<file path="config.mk">
export PLATFORM = sky130hd
export DESIGN_NAME = hub75_scan_ctrl
export DESIGN_NICKNAME = d
export VERILOG_FILES = /design/src/rtl/hub75_pkg.sv /design/src/rtl/hub75_oe_timer.sv /design/src/rtl/hub75_scan_ctrl.sv
export SDC_FILE = /design/constraint.sdc
export NUM_CORES = 1
export LEC_CHECK = 0
export CAP_MARGIN = 20
export CORE_UTILIZATION = 51
export CTS_CLUSTER_DIAMETER = 40
export CTS_CLUSTER_SIZE = 28
export DETAILED_ROUTE_END_ITERATION = 8
export GPL_TIMING_DRIVEN = 0
export PLACE_DENSITY_LB_ADDON = 0.2
export SYNTH_ARGS = -nofsm -noshare
export SYNTH_HDL_FRONTEND = slang
export SYNTH_SLANG_ARGS = --single-unit
</file>
<file path="constraint.sdc">
create_clock -name clk -period 2.5 [get_ports clk]
set_input_delay 0.5 -clock clk [delete_from_list [all_inputs] [get_ports clk]]
set_output_delay 0.5 -clock clk [all_outputs]
set_load 0.1 [all_outputs]
</file>
<file path="src/rtl/hub75_pkg.sv">
// Shared state encoding and width derivations for the HUB75 scan controller.
// Widths floor at 1 bit so degenerate parameterisations still elaborate.
package hub75_pkg;

  typedef enum logic [1:0] {
    ST_IDLE,
    ST_SHIFT,
    ST_LATCH,
    ST_DISPLAY
  } scan_state_e;

  function automatic int clog2_min1(input int n);
    return (n < 2) ? 1 : $clog2(n);
  endfunction

  function automatic int addr_width(input int hpix, input int vpix);
    return clog2_min1(hpix * vpix);
  endfunction

  function automatic int row_width(input int vpix);
    return clog2_min1(vpix / 2);
  endfunction

  function automatic int plane_width(input int bpp);
    return clog2_min1(bpp);
  endfunction

  // Longest DISPLAY run is base << (bpp-1); +1 keeps that value representable.
  function automatic int oe_cnt_width(input int base, input int bpp);
    return clog2_min1(base * (1 << (bpp - 1)) + 1);
  endfunction

endpackage

</file>
<file path="src/rtl/hub75_oe_timer.sv">
// DISPLAY duration counter: load starts a base_cycles_p << plane cycle run, done marks its last cycle.
// Latency: done is high load-count cycles after load; no backpressure, a new load restarts the run.
module hub75_oe_timer
  import hub75_pkg::*;
#(
  parameter int bpp_p         = 8,
  parameter int base_cycles_p = 1
) (
  input  logic                          clk,
  input  logic                          rst_n,
  input  logic                          load,
  input  logic [plane_width(bpp_p)-1:0] plane,
  output logic                          done
);

  localparam int cnt_w = oe_cnt_width(base_cycles_p, bpp_p);

  logic [cnt_w-1:0] cnt;

  always_ff @(posedge clk) begin
    if (!rst_n) begin
      cnt <= '0;
    end else if (load) begin
      cnt <= cnt_w'(base_cycles_p) << plane;
    end else if (cnt != '0) begin
      cnt <= cnt - cnt_w'(1);
    end
  end

  assign done = (cnt == cnt_w'(1));

endmodule

</file>
<file path="src/rtl/hub75_scan_ctrl.sv">
// HUB75 scan controller: shifts one BCM plane of a row pair, latches it, then lights it for a binary-weighted time.
// Framebuffer read latency is one cycle; panel side has no backpressure, i_enable is honoured only at frame end.
module hub75_scan_ctrl
  import hub75_pkg::*;
#(
  parameter int hpixel_p      = 64,
  parameter int vpixel_p      = 64,
  parameter int bpp_p         = 8,
  parameter int base_cycles_p = 1
) (
  input  logic                                      clk,
  input  logic                                      rst_n,
  input  logic                                      i_enable,
  output logic [addr_width(hpixel_p, vpixel_p)-1:0] o_rd_addr,
  input  logic [2:0][bpp_p-1:0]                     i_rd_data,
  output logic                                      o_r1,
  output logic                                      o_g1,
  output logic                                      o_b1,
  output logic                                      o_r2,
  output logic                                      o_g2,
  output logic                                      o_b2,
  output logic [row_width(vpixel_p)-1:0]            o_row,
  output logic                                      o_hub_clk,
  output logic                                      o_lat,
  output logic                                      o_oe_n,
  output logic                                      o_frame_done,
  output logic                                      o_busy
);

  localparam int addr_w = addr_width(hpixel_p, vpixel_p);
  localparam int row_w  = row_width(vpixel_p);
  localparam int pln_w  = plane_width(bpp_p);
  localparam int cyc_w  = $clog2(2 * hpixel_p + 3);
  localparam int half   = vpixel_p / 2;

  localparam logic [cyc_w-1:0] shift_last = cyc_w'(2 * hpixel_p + 2);
  localparam logic [cyc_w-1:0] addr_end   = cyc_w'(2 * hpixel_p);
  localparam logic [row_w-1:0] row_last   = row_w'(half - 1);
  localparam logic [pln_w-1:0] plane_last = pln_w'(bpp_p - 1);

  scan_state_e      state, state_d;
  logic [row_w-1:0] row, row_d;
  logic [pln_w-1:0] plane, plane_d;
  logic [cyc_w-1:0] cyc, cyc_d;
  logic             timer_done;
  logic [2:0]       up_q;

  hub75_oe_timer #(
    .bpp_p        (bpp_p),
    .base_cycles_p(base_cycles_p)
  ) u_oe_timer (
    .clk  (clk),
    .rst_n(rst_n),
    .load (state == ST_LATCH),
    .plane(plane),
    .done (timer_done)
  );

  always_ff @(posedge clk) begin
    if (!rst_n) begin
      state <= ST_IDLE;
      row   <= '0;
      plane <= '0;
      cyc   <= '0;
    end else begin
      state <= state_d;
      row   <= row_d;
      plane <= plane_d;
      cyc   <= cyc_d;
    end
  end

  always_comb begin
    state_d      = state;
    row_d        = row;
    plane_d      = plane;
    cyc_d        = cyc;
    o_frame_done = 1'b0;
    case (state)
      ST_IDLE: begin
        if (i_enable) begin
          state_d = ST_SHIFT;
          row_d   = '0;
          plane_d = '0;
          cyc_d   = '0;
        end
      end
      ST_SHIFT: begin
        if (cyc == shift_last) begin
          state_d = ST_LATCH;
          cyc_d   = '0;
        end else begin
          cyc_d = cyc + cyc_w'(1);
        end
      end
      ST_LATCH: state_d = ST_DISPLAY;
      ST_DISPLAY: begin
        if (timer_done) begin
          state_d = ST_SHIFT;
          if (plane != plane_last) begin
            plane_d = plane + pln_w'(1);
          end else begin
            plane_d = '0;
            if (row != row_last) begin
              row_d = row + row_w'(1);
            end else begin
              row_d        = '0;
              o_frame_done = 1'b1;
              if (!i_enable) state_d = ST_IDLE;
            end
          end
        end
      end
      default: state_d = ST_IDLE;
    endcase
  end

  // Even SHIFT cycles fetch the upper pixel of column cyc/2, odd ones the lower pixel.
  always_comb begin
    o_rd_addr = '0;
    if (state == ST_SHIFT && cyc < addr_end) begin
      o_rd_addr = addr_w'((int'(row) + (cyc[0] ? half : 0)) * hpixel_p + int'(cyc >> 1));
    end
  end

  assign o_lat  = (state == ST_LATCH);
  assign o_oe_n = (state != ST_DISPLAY);
  assign o_busy = (state != ST_IDLE);

  // Upper bits wait one cycle in up_q so both halves reach the pins together.
  always_ff @(posedge clk) begin
    if (!rst_n) begin
      up_q      <= '0;
      o_hub_clk <= 1'b0;
      o_row     <= '0;
      {o_r1, o_g1, o_b1, o_r2, o_g2, o_b2} <= '0;
    end else if (state_d == ST_IDLE) begin
      o_hub_clk <= 1'b0;
      o_row     <= '0;
      {o_r1, o_g1, o_b1, o_r2, o_g2, o_b2} <= '0;
    end else begin
      o_hub_clk <= (state == ST_SHIFT) && cyc[0] && (cyc >= cyc_w'(3))
                   && (cyc <= cyc_w'(2 * hpixel_p + 1));
      if (state == ST_SHIFT && cyc[0] && cyc < addr_end) begin
        up_q <= {i_rd_data[0][plane], i_rd_data[1][plane], i_rd_data[2][plane]};
      end
      if (state == ST_SHIFT && !cyc[0] && cyc >= cyc_w'(2) && cyc <= addr_end) begin
        {o_r1, o_g1, o_b1, o_r2, o_g2, o_b2} <=
          {up_q, i_rd_data[0][plane], i_rd_data[1][plane], i_rd_data[2][plane]};
      end
      if (state == ST_SHIFT && state_d == ST_LATCH) begin
        o_row <= row;
      end
    end
  end

endmodule

</file>
Word level (Yosys, flattened, before mapping)
Cells that the tools add are included.
- input bits: 27
- register bits: 41
- output and inout port bits: 28
- order comparisons: 6
- bitwise operators: 2
- add/sub/neg operators: 6
- shifts and indexed selects: 1
- mux-type cells: 33
- eq/ne operators: 12
- reduce and logical (&&, ||, !) cells: 22
- operators by type and width (kind ; count):
    8-bit two-way mux ; 4
    5-bit two-way mux ; 4
    8-bit by 2-bit >= comparator with 1-bit output (second input constant) ; 2
    8-bit less-or-equal comparator (second input constant) ; 2
    8-bit case mux with 2 select lines ; 1
    12-bit by 7-bit adder with 12-bit output ; 1
    12-bit two-way mux ; 1
    1-bit two-way mux ; 10
    5-bit case mux with 2 select lines ; 1
    1-bit binary-select mux with 3-bit select ; 3
    1-bit logical AND ; 9
    3-bit two-way mux ; 3
    8-bit by 1-bit adder with 8-bit output (second input constant) ; 1
    8-bit by 1-bit == test with 1-bit output (second input constant) ; 1
    8-bit == test (second input constant) ; 1
    8-bit less-than comparator (second input constant) ; 1
    2-bit != test (second input constant) ; 4
    2-bit case mux with 4 select lines ; 1
    2-bit nonzero test ; 4
    8-bit nonzero test ; 1
    1-bit by 3-bit left shift with 8-bit output (first input constant) ; 1
    8-bit by 1-bit subtractor with 8-bit output (second input constant) ; 1
    5-bit by 6-bit adder with 6-bit output ; 1
    2-bit == test (second input constant) ; 3
    other kinds (16) ; 21

Depth between registers and ports, before layout
- depth after elaboration: 8
- mapped depth: 8
- mapped depth without buffers: 7

By module
Synthesis repeated with hierarchy kept, for this count alone.
- cell total of the unflattened synthesis: 283
- area total of the unflattened synthesis: 2532.4 sq um
- modules (own cells, without submodules) (module ; area each (sq um) ; instances ; sequential area each (sq um) ; cells each):
    hub75_scan_ctrl ; 1988.2 ; 1 ; 660.6 ; 218
    hub75_oe_timer ; 544.3 ; 1 ; 160.2 ; 65

Least setup slack after synthesis
Ideal clock, no wire load.
- path kind: reg2out
- start: register state[1]
- end: output o_rd_addr[10]
- buffers on the path: 3
- data required time: 2000 ps
- slack: -491 ps
- cell stages (with the launch flop): 7
- data arrival time: 2491 ps
- path through: dfxtp_1 clkbuf_1 nand2b_1 clkbuf_1 or2_2 clkbuf_1 nor2_1
- cells in the longest elaborated chain, start to end: 3
- ends and longest elaborated chain (element ; line ; source):
    start: declaration ; hub75_scan_ctrl.sv:41 ; scan_state_e state, state_d;
    start signal: assignment ; hub75_scan_ctrl.sv:66 ; state <= state_d;
    2-bit by 1-bit == test with 1-bit output ; hub75_scan_ctrl.sv:121 ; if (state == ST_SHIFT && cyc < addr_end) begin
    1-bit logical AND ; hub75_scan_ctrl.sv:121 ;
    12-bit two-way mux ; hub75_scan_ctrl.sv:121 ;
    end: declaration ; hub75_scan_ctrl.sv:14 ; output logic [addr_width(hpixel_p, vpixel_p)-1:0] o_rd_addr,
No other way between the ends.

Final worst setup path
- start: register state[1]
- end: output o_rd_addr[5]
Same word-level chain as after synthesis.

==> results.tsv <==
metric	value	unit
power_leakage	1.22	nW
ios	55	
clock.fmax	417	MHz
status	finished, final reports clean	
first_iter_violations	140	
synth.most_common_cell	dfxtp_1	
synthesis.instances	289	
swShare	34.6	%
wl_met3	357	µm
max-cap-violations	0	
hp-start	up_q[1]	
place.gp.congestion	0.879	
wl_per_cell	14.3	µm
dp_hpwl	4400	µm
syn-cell-area	0.00253	mm²
yosysTopAreaCell	dfxtp_1	
max_stage_delay	420	ps
dp_slack	-774	ps
grt_usage	23.6	%
switchingPower	0.712	mW
relSlewSlack	35.4	%
remaining_drc_errors	0	
yosys_warnings	0	
coreArea	0.00475	mm²
ys_types	50	
r2r_slack	330	ps
irDropWorstVdd	0.000331	V
syn_nets	332	
synthDominantCellAreaShare	32.5	%
ant_nets	0	
syn_to_final_growth	28.8	%
dieArea	0.00524	mm²
die_h	72.4	µm
cts_made_buffers	5	
tns	0	ps
regToRegEndpoint	o_r2	
async_reset_ff_share	0	%
skew	6.27	ps
synth_top_cells_by_count	dfxtp_1 (41), nor2_1 (22), a21oi_1 (19)	
min_period_over_period	96.0	%
synth_edf_count	0	
drv_slew	0	
p_per_area	633	mW/mm²
yosysSeqAreaShare	32.5	%
grt_start_max_net_pins	14	
cts.path.max_buffers	2	
p_int	1.35	mW
pwr-share-clk	27.9	%
power_frac_comb	32.0	%
worst_hold_path.endpoint	o_g1	
p_seq_share	40.0	%
fin_ws	100	ps
synthTopCellsByArea	dfxtp_1 (32%), ha_1 (7.9%), mux4_2 (5.3%), a21oi_1 (3.8%), nand3_1 (3.4%)	
cts_tree	yes	
rows	25	
finalSetupViolations	0	
synth-seq-cells	41	
rsz0062_at_grt	no	
grt_pass1_vias	2180	
cts_sinks	41	
worst_slew_pin_slew	967	ps
crit_required	2000	ps
die_w	72.4	µm
period_needed	2400	ps
arrival	1900	ps
io_buffers	53	
dr.pass1.iters	4	
drive_above_1_share	17.1	%
cp_max_fo	10	
top_layer_used	met4	
antenna_found_initial	0	
cp-end-kind	primary output	
avgSynthCellArea	8.74	µm²
path_clk_slew	80	ps
hold-path-cell-count	2	
htreeDepth	2	
critPathSlowestCell	buf_2	
initial_core_util	53.1	%
hold_violations	0	
via_count	2387	
finalWirelength	5910	µm
clock_latency	300	ps
vias_per_cell	5.78	
worstSetupStartpointType	flop	
cts_root_buf	clkbuf_8	
gr-total-overflow	0	
critPathKind	flop to primary output	
met1_length	2790	µm
cts_hold_buf	0	
ff2ff_path_depth	8	
wl_met2	2710	µm
ys.flop_type	dfxtp_1	
r2r-start	row[0]	
finalNetCount	388	
postLayoutCoreUtil	68.4	%
n_antenna_cell	0	
hold_class	flop to flop	
cp_cell_sequence	clkbuf_1, nand2b_4, nor2_1, and2_1, buf_2	
grt_pass1_wl	9830	µm
-- state kept, by name (all words and copies together) (netlist names) --
register / flops
cyc: 8
o_b1: 1
o_b2: 1
o_g1: 1
o_g2: 1
o_hub_clk: 1
o_r1: 1
o_r2: 1
o_row: 5
plane: 3
row: 5
state: 2
u_oe_timer.cnt: 8
up_q: 3
-- cells by family (layout without fill, tap and decap cells) --
| family | after synthesis | count (layout) | synth area share [%] |
|---|---|---|---|
| simple gates | 116 | 116 | 26.6 |
| compound gates | 65 | 65 | 16.6 |
| flops | 41 | 41 | 32.5 |
| buf+inv | 28 | 85 | 4.61 |
| fa+ha+maj | 16 | 16 | 7.92 |
| mux | 15 | 15 | 8.96 |
| xor+xnor | 8 | 8 | 2.77 |
-- critical path: cells and delay by family (launching register included) --
kind / cells / cell delay [ps]
DFF: 1 / 310
and+or+nand+nor: 3 / 680
buffers and inverters: 2 / 610
-- final cells by class --
class / count / area [µm²]
Multi-Input combinational cell: 220 / 1610
Fill cell: 428 / 1500
Sequential cell: 41 / 823
Timing Repair Buffer: 53 / 513
Tap cell: 67 / 83.8
Clock buffer: 6 / 82.6
Buffer: 12 / 56.3
Inverter: 12 / 45.0
Clock inverter: 2 / 37.5
-- power by group through the flow --
stage                     Sequential (mW)  Combinational (mW)  Clock [mW]
after floorplan                     0.819               0.504           0
after global placement              0.828               0.640           0
after detailed placement            0.833               0.654           0
after CTS                           0.823               0.655       0.584
after global routing                0.834               0.729       0.601
final                               0.824               0.660       0.575
-- repair_timing --
| action | 4_1_cts | 5_1_grt |
|---|---|---|
| endpoints found under the setup margin | 16 | 10 |
| gates resized for setup | 81 | 12 |
| setup buffers | 0 | 0 |
-- per-stage QoR --
step / power [mW] / hold WS [ps] / std cells / cell area, µm²
detailed placement: 1.49 / 475 / 409 / 3160
global placement: 1.47 / 478 / 409 / 3160
floorplan: 1.32 / 444 / 289 / 2540
finish: 2.06 / 488 / 413 / 3250
global route: 2.16 / 515 / 413 / 3250
CTS: 2.06 / 487 / 415 / 3230
-- cells in the final DEF (no fill, tap or decap), types with 3 or more instances in the layout --
| cell type | instances |
|---|---|
| inv_1 | 11 |
| mux4_2 | 6 |
| nor4_1 | 6 |
| xnor2_1 | 4 |
| o21ai_0 | 17 |
| and2_1 | 8 |
| nor2_2 | 11 |
| nor2_1 | 16 |
| nor3_1 | 10 |
| mux2i_1 | 8 |
| and3_1 | 7 |
| or4_1 | 4 |
| a211oi_1 | 9 |
| a21o_1 | 3 |
| or3_1 | 4 |
| clkdlybuf4s50_1 | 37 |
| xor2_1 | 4 |
| buf_6 | 7 |
| ha_1 | 16 |
| a21oi_1 | 19 |
| nand2_1 | 11 |
| buf_2 | 7 |
| nand2b_1 | 3 |
| nor3b_1 | 3 |
| dfxtp_1 | 39 |
| or3b_2 | 3 |
| nand4_1 | 3 |
| clkbuf_1 | 8 |
| nand3_1 | 17 |
| clkbuf_8 | 6 |
-- layer usage --
metal  vias to the layer above  GRT usage (%)
met3                         6           5.56
met4                         0           7.41
met5                         -              0
li1                       1170              -
met2                        77           38.1
met1                      1134           31.2
-- worst max path at each step --
stage                   from             to
finish              state[1]   o_rd_addr[5]
global route        state[1]   o_rd_addr[5]
CTS                 state[1]         o_busy
detailed placement  state[0]  o_rd_addr[11]
global placement    state[0]  o_rd_addr[11]
floorplan           state[1]  o_rd_addr[10]
Note: power is estimated with default switching activity, not from simulation.
